===== src/rtl/parking_exit_controller.sv =====
// Exit gate controller: validates the exit code, drives the gate and LEDs,
// and owns the lot occupancy counter shared with the entrance side.
module parking_exit_controller #(
  parameter int unsigned CAPACITY    = 8,
  parameter int unsigned CNT_W       = 4,
  parameter logic [3:0]  EXIT_CODE   = 4'b1010,
  parameter int unsigned MAX_TRIES   = 3,
  parameter int unsigned OPEN_CYCLES = 16
) (
  input  logic             clk,
  input  logic             rst,
  input  logic             sensor_exit,
  input  logic             pay_valid,
  input  logic [3:0]       pay_code,
  input  logic             car_passed,
  input  logic             entry_pulse,
  output logic             green_led,
  output logic             red_led,
  output logic             gate_open,
  output logic [CNT_W-1:0] occupancy,
  output logic             lot_full,
  output logic             lot_empty
);

  localparam int unsigned TryW = $clog2(MAX_TRIES + 1);
  localparam int unsigned TmrW = $clog2(OPEN_CYCLES + 1);

  localparam logic [CNT_W-1:0] CapVal      = CNT_W'(CAPACITY);
  localparam logic [TryW-1:0]  MaxTriesVal = TryW'(MAX_TRIES);
  localparam logic [TmrW-1:0]  OpenVal     = TmrW'(OPEN_CYCLES);

  typedef enum logic [2:0] {
    StIdle,
    StWaitPay,
    StWrongPay,
    StOpen,
    StAlarm
  } state_e;

  state_e           state_q, state_d;
  logic [TryW-1:0]  tries_q, tries_d;
  logic [TryW-1:0]  tries_inc;
  logic [TmrW-1:0]  timer_q, timer_d;
  logic [CNT_W-1:0] occ_q, occ_d;
  logic             green_q, green_d;
  logic             red_q, red_d;
  logic             gate_q, gate_d;
  logic             full_q, full_d;
  logic             empty_q, empty_d;
  logic             exit_dec;

  assign tries_inc = tries_q + 1'b1;

  always_comb begin
    state_d  = state_q;
    tries_d  = tries_q;
    timer_d  = timer_q;
    exit_dec = 1'b0;
    unique case (state_q)
      StIdle: begin
        // A car at the exit with an empty lot cannot be real.
        if (sensor_exit && (occ_q != '0)) begin
          state_d = StWaitPay;
        end
      end
      StWaitPay: begin
        if (!sensor_exit) begin
          state_d = StIdle;
          tries_d = '0;
        end else if (pay_valid) begin
          if (pay_code == EXIT_CODE) begin
            state_d = StOpen;
            tries_d = '0;
            timer_d = OpenVal;
          end else begin
            tries_d = tries_inc;
            state_d = (tries_inc == MaxTriesVal) ? StAlarm : StWrongPay;
          end
        end
      end
      StWrongPay: begin
        state_d = StWaitPay;
      end
      StOpen: begin
        if (car_passed) begin
          state_d  = StIdle;
          timer_d  = '0;
          exit_dec = (occ_q != '0);
        end else if (timer_q <= TmrW'(1)) begin
          state_d = StIdle;
          timer_d = '0;
        end else begin
          timer_d = timer_q - 1'b1;
        end
      end
      StAlarm: begin
        if (!sensor_exit) begin
          state_d = StIdle;
          tries_d = '0;
        end
      end
      default: begin
        state_d = StIdle;
      end
    endcase
  end

  // Simultaneous entry and exit cancel out, even when the lot is full.
  always_comb begin
    occ_d = occ_q;
    if (entry_pulse && !exit_dec) begin
      if (occ_q < CapVal) begin
        occ_d = occ_q + 1'b1;
      end
    end else if (!entry_pulse && exit_dec) begin
      occ_d = occ_q - 1'b1;
    end
    full_d  = (occ_d == CapVal);
    empty_d = (occ_d == '0);
  end

  always_comb begin
    green_d = 1'b0;
    red_d   = 1'b0;
    gate_d  = 1'b0;
    unique case (state_d)
      StWaitPay, StWrongPay: begin
        red_d = 1'b1;
      end
      StOpen: begin
        green_d = 1'b1;
        gate_d  = 1'b1;
      end
      StAlarm: begin
        // Blink starts lit on the first alarm cycle.
        red_d = (state_q == StAlarm) ? ~red_q : 1'b1;
      end
      default: begin
        green_d = 1'b0;
      end
    endcase
  end

  always_ff @(posedge clk or posedge rst) begin
    if (rst) begin
      state_q <= StIdle;
      tries_q <= '0;
      timer_q <= '0;
      occ_q   <= '0;
      green_q <= 1'b0;
      red_q   <= 1'b0;
      gate_q  <= 1'b0;
      full_q  <= 1'b0;
      empty_q <= 1'b1;
    end else begin
      state_q <= state_d;
      tries_q <= tries_d;
      timer_q <= timer_d;
      occ_q   <= occ_d;
      green_q <= green_d;
      red_q   <= red_d;
      gate_q  <= gate_d;
      full_q  <= full_d;
      empty_q <= empty_d;
    end
  end

  assign green_led = green_q;
  assign red_led   = red_q;
  assign gate_open = gate_q;
  assign occupancy = occ_q;
  assign lot_full  = full_q;
  assign lot_empty = empty_q;

endmodule


===== config.mk =====
export PLATFORM = sky130hd
export DESIGN_NAME = parking_exit_controller
export DESIGN_NICKNAME = d
export VERILOG_FILES = /design/src/rtl/parking_exit_controller.sv
export SDC_FILE = /design/constraint.sdc
export NUM_CORES = 1
export LEC_CHECK = 0
export CORE_MARGIN = 2
export CORE_UTILIZATION = 30
export DETAILED_ROUTE_END_ITERATION = 8
export PLACE_DENSITY_LB_ADDON = 0.08
export SLEW_MARGIN = 20
export SYNTH_ARGS = -nofsm -noshare
export SYNTH_HDL_FRONTEND = slang
export SYNTH_SLANG_ARGS = --single-unit

===== constraint.sdc =====
create_clock -name clk -period 2.6 [get_ports clk]
set_input_delay 0.52 -clock clk [delete_from_list [all_inputs] [get_ports clk]]
set_output_delay 0.52 -clock clk [all_outputs]
set_load 0.05 [all_outputs]

==> results of run 1 <==
## metal layers
| metal | wire length, µm | vias up | GRT usage (%) | part of all wire [%] |
|---|---|---|---|---|
| met5 | 0 | - | 0 | 0 |
| met4 | 74 | 0 | 5.882 | 2.6 |
| met3 | 94 | 7 | 1.890 | 3.2 |
| met2 | 1340 | 27 | 21.26 | 46 |
| met1 | 1386 | 530 | 17.53 | 48 |
| li1 | - | 542 | - | - |
## worst paths after layout
check                                        from                endpoint  slack, ns  cells past startpoint
setup reg to reg           occupancy[1]$_DFF_PP0_       red_led$_DFF_PP0_       0.51                      6
hold / removal             timer_q[3]$_DFFE_PP0P_  timer_q[3]$_DFFE_PP0P_       0.52                      1
min in group asynchronous                     rst    state_q[2]$_DFF_PP0_       0.68                      2
setup / recovery           occupancy[3]$_DFF_PP0_            occupancy[3]       0.40                      1
max in group asynchronous                     rst  tries_q[0]$_DFFE_PP0P_       1.45                      2
hold reg to reg            timer_q[3]$_DFFE_PP0P_  timer_q[3]$_DFFE_PP0P_       0.52                      1
## cell usage after synthesis (all sizes together), types with 4 or more instances
| library cell | n |
|---|---|
| nand2 | 7 |
| nand3 | 4 |
| o211ai | 4 |
| o21ai | 9 |
| ha | 5 |
| a21oi | 7 |
| buf | 4 |
| dfrtp | 17 |
| nand2b | 4 |
| inv | 16 |
## layout make-up
type,count,area share (%)
Multi-Input combinational cell,93,46.37
Sequential cell,18,29.11
Timing Repair Buffer,21,13.06
Tap cell,50,4.032
Inverter,16,3.871
Clock buffer,4,3.548
## flip-flops by register name, indices dropped and copies added (netlist names)
name,cells
timer_q,5
occupancy,4
state_q,3
tries_q,2
gate_open,1
lot_empty,1
lot_full,1
red_led,1
## where the power goes
part / leakage (nW) / internal (mW) / switching (mW)
sequential: 0.220 / 0.352 / 0.0851
combinational: 0.395 / 0.198 / 0.314
clock: 0.0288 / 0.135 / 0.106
total: 0.644 / 0.684 / 0.505
## stage by stage
stage | hold WS [ns] | instance area [µm²]
global placement | 0.4926 | 1496
CTS | 0.5278 | 1551
detailed placement | 0.5102 | 1496
finish | 0.5216 | 1551
global route | 0.5616 | 1551
floorplan | 0.4578 | 1276
## kinds of logic (layout without fill, tap and decap cells)
group	after synthesis	in the layout	share of synthesized area (%)
AOI/OAI and AO/OA	44	44	27.45
and+or+nand+nor	42	42	22.45
muxes	2	2	1.569
adders and majority gates	5	5	4.902
DFF	18	18	35.39
buffers and inverters	23	41	8.235
==> metrics.csv, run 1 <==
metric,value,unit
Top delay family on crit path,buffers and inverters,
Max rail drop VDD,358.5,µV
startpoint types,flip-flop,
number of enable flip-flop cells after synthesis,0,
placed insts,198,
Yosys cell types,49,
Cells after Synth,134,
GRT Overall Usage,13.19,%
cts repair resizes,0,
share of post-route cells with drive strength above 1,11.18,%
Total Wirelength,2896,µm
clock latency at the later pin of the worst-skew pair,0.26,ns
post-route antenna net violation count,0,
clock slew at the register clock pins of the worst setup and hold paths,0.08,ns
Max-slew headroom,50.44,%
post-synthesis cell area,0.001276,mm²
H-tree depth,1,
async set or reset register ratio after synthesis,100.0,%
unrepaired setup endpoints after global routing,no,
DIE AREA,0.004792,mm²
HPWL after DPL,2183,µm
Worst Path Max Fanout,11,
PortBufs,18,
CP Class,reg2out,
largest net degree at the start of global routing,19,
"commonest cells after routing, fill and taps aside","18 x clkdlybuf4s50_1, 17 x dfrtp_1, 16 x inv_1",
CP required,2.08,ns
"most common cell after layout, fill and taps aside",clkdlybuf4s50_1,
Final setup viols,0,
"Slew Viols, Final",0,
post-synthesis register bit count,18,
setup_tns,0,ns
vias in the first global route,1100,
synth top area cells,"dfrtp_1 33%, ha_1 4.9%, inv_1 4.7%",
Yosys top cell area share,33.33,%
"Cell Count, Final, Fillers Out",202,
buffer count from post-CTS setup fixing,0,
Pwr Density,766.7,mW/mm²
Die X-Extent,69.23,µm
flip-flop and latch area,451.7,µm²
Fmax achieved,455.5,MHz
Buf/Inv on CP,1,
clock sinks,18,
Syn Area/Cell,9.524,µm²
cts-stage hold buffer count,0,
antenna violations before repair,0,
# diodes,0,
via count,1106,
Core Rows,23,
CTS tree,yes,
CP max stage cell,clkdlybuf4s50_1,
via/cell ratio,5.475,
dominant cell type by area after synthesis,dfrtp_1,
Worst-Margin Slew,0.7425,ns
status,finished clean,
final hold violations,0,
Crit. End Element,output pin,
GRT overflow,0,
post-place setup slack,0.2490,ns
fin nets,168,
YS warnings,0,
first-pass GRT wire length,5188,µm
CP peak stage delay,0.88,ns
Root Driver,clkbuf_8,
Layout area overhead,21.57,%
CTS Buffer Depth,2,
Hold Crit Class,reg2reg,
Setup WS post-layout,0.4047,ns
min Tclk post-route,2.195,ns
core area,0.004058,mm²
prevailing post-synth register cell,dfrtp_1,
worst clock skew,0.008033,ns
CP arrival,1.68,ns
leak pwr,0.6438,nW
max-cap violations,0,
Fillers,413,
cell chain of the critical path,clkdlybuf4s50_1,
Die Ht,69.23,µm
Final Core Density,38.24,%
TritonCTS buffer count,3,
DRC viols,0,
WL/cell,14.34,µm
sequential fraction of the synthesis area,35.39,%
fin crit share,84.43,%
Top-Level Pins,19,
TritonRoute pass-1 iters,4,
total power,1.189,mW
drt first-iter violations,143,
RD Place Congestion,0.8882,
multi-input logic area,719.4,µm²
post-synthesis net count,149,
Starting Density,31.45,%
(Power assumes the default switching activity.)
==> run 2: changes to the inputs <==
clock period = 2.05 ns   (was 2.6 ns; I/O delays follow)
==> metrics.csv, run 2 (same netlist as run 1, synthesis figures left out) <==
metric,value,unit
status,finished clean,
Root Driver,clkbuf_8,
core area,0.004058,mm²
Sw Ratio,41.72,%
GRT Overall Usage,13.13,%
first-pass GRT wire length,5216,µm
Final setup viols,0,
Die X-Extent,69.23,µm
CTS Buffer Depth,2,
worst clock skew,0.002704,ns
Top-Level Pins,19,
post-route antenna net violation count,0,
share of post-route cells with drive strength above 1,24.85,%
grt met1 use,16.59,%
r2r endpoint,red_led$_DFF_PP0_,
Reg2Reg Setup Slack,0.09,ns
internal power,905.7,µW
Max-slew headroom,66.73,%
clock share of power,18.7,%
Setup WS post-layout,0.09469,ns
Worst Path Max Fanout,5,
Pwr Density,924.2,mW/mm²
Die Ht,69.23,µm
CP Class,reg2reg,
unrepaired setup endpoints after global routing,no,
max reg flops,5,
vias in the first global route,1138,
r2r startpoint,occupancy[1]$_DFF_PP0_,
TritonRoute pass-1 iters,4,
Total Wirelength,3024,µm
antenna violations before repair,0,
grt met3 use,2.616,%
clock latency at the later pin of the worst-skew pair,0.25,ns
min Tclk post-route,1.955,ns
fin crit share,95.38,%
"Slew Viols, Final",0,
Core Rows,23,
Max rail drop VDD,421.4,µV
cts-stage hold buffer count,0,
max-cap violations,0,
Layout area overhead,31.76,%
clock sinks,18,
Crit. End Element,flip-flop,
Final Core Density,41.44,%
Starting Density,31.45,%
CTS tree,yes,
leak pwr,0.7068,nW
post-place setup slack,-0.1917,ns
via/cell ratio,5.265,
busiest layer in global routing,met2,
RD Place Congestion,0.9712,
Seq pwr share,35.0,%
via count,1132,
fin nets,181,
PortBufs,18,
# diodes,0,
Switch Pwr,648.4,µW
Fillers,405,
final hold violations,0,
DRC viols,0,
Reg2Reg Depth,6,
DIE AREA,0.004792,mm²
startpoint types,flip-flop,
met2 Usage GRT,22.44,%
Fmax achieved,511.4,MHz
WL/cell,14.07,µm
CP arrival,2.12,ns
clock slew at the register clock pins of the worst setup and hold paths,0.07,ns
HPWL after DPL,2325,µm
CP required,2.22,ns
Hold Crit Class,in2async,
"most common cell after layout, fill and taps aside",buf_4,
drt first-iter violations,63,
combinational share of power,46.3,%
Reg with most FFs,timer_q,
Worst-Margin Slew,0.4975,ns
GRT overflow,0,
"commonest cells after routing, fill and taps aside","21 x buf_4, 15 x inv_1, 15 x dfrtp_1",
H-tree depth,1,
largest net degree at the start of global routing,13,
TritonCTS buffer count,3,
total power,1.554,mW
## run 2: cell count changes in the layout (fill, tap and decap cells not counted), sizes merged
cell and delta:
buf +18, clkdlybuf4s50 -5
## run 2: routing by layer
layer,wire length [µm],up-vias
li1,-,565
met1,1383,535
met2,1463,28
met3,133,4
met4,44,0
met5,0,-
## run 2: final cells by class
type / instances / area, µm² / area share (%)
well taps: 50 / 62.56 / 3.720
flip-flops and latches: 18 / 454.2 / 27.01
multi-input cells: 93 / 762.0 / 45.31
clock buffers: 4 / 55.05 / 3.274
inverters: 16 / 60.06 / 3.571
repair buffers: 34 / 287.8 / 17.11
## run 2: power by group through the flow
stage               clock, mW  sequential [mW]  combinational [mW]
floorplan                   0            0.633               0.422
global placement            0            0.548               0.704
detailed placement          0            0.546               0.717
CTS                     0.302            0.541               0.719
global route            0.322            0.558               0.796
finish                  0.290            0.544               0.720
## run 2: repair_timing
action | CTS | global route
buffers inserted | 0 | 3
setup endpoints to repair | 0 | 2
gates resized for setup | 0 | 1
## run 2: worst max path at each step
stage	startpoint	end	slack, ns	cells after the start
5_1_grt	occupancy[1]$_DFF_PP0_	red_led$_DFF_PP0_	0.02	6
4_1_cts	occupancy[1]$_DFF_PP0_	red_led$_DFF_PP0_	0.07	6
2_1_floorplan	occupancy[0]$_DFF_PP0_	red_led$_DFF_PP0_	0.01	7
3_3_place_gp	car_passed	lot_empty$_DFF_PP1_	-0.1	6
6_report	occupancy[1]$_DFF_PP0_	red_led$_DFF_PP0_	0.09	6
3_5_place_dp	car_passed	lot_empty$_DFF_PP1_	-0.19	6
## run 2: stage by stage
| stage | area, µm² | TNS (ns) | hold slack [ns] | cells |
|---|---|---|---|---|
| final | 1682 | 0 | 0.3749 | 215 |
| after floorplan | 1314 | 0 | 0.3477 | 134 |
| after global placement | 1597 | -0.1812 | 0.4991 | 208 |
| after CTS | 1652 | 0 | 0.3809 | 212 |
| after detailed placement | 1597 | -0.3156 | 0.5178 | 208 |
| after global routing | 1682 | 0 | 0.4109 | 215 |
## run 2: worst max-delay path, stage by stage, from the launching register on
cell      delay [ns]
dfrtp_2         0.40
inv_1           0.11
ha_4            0.16
or3b_4          0.42
o221a_4         0.31
o221ai_4        0.23
mux2i_1         0.24
==> run 3: changes to the inputs <==
CAP_MARGIN = 10   (was unset)
CTS_BUF_LIST = sky130_fd_sc_hd__clkbuf_4 sky130_fd_sc_hd__clkbuf_8   (was unset)
==> results of run 3 <==
The final DEF is identical to that of run 2; final timing and power are the same.
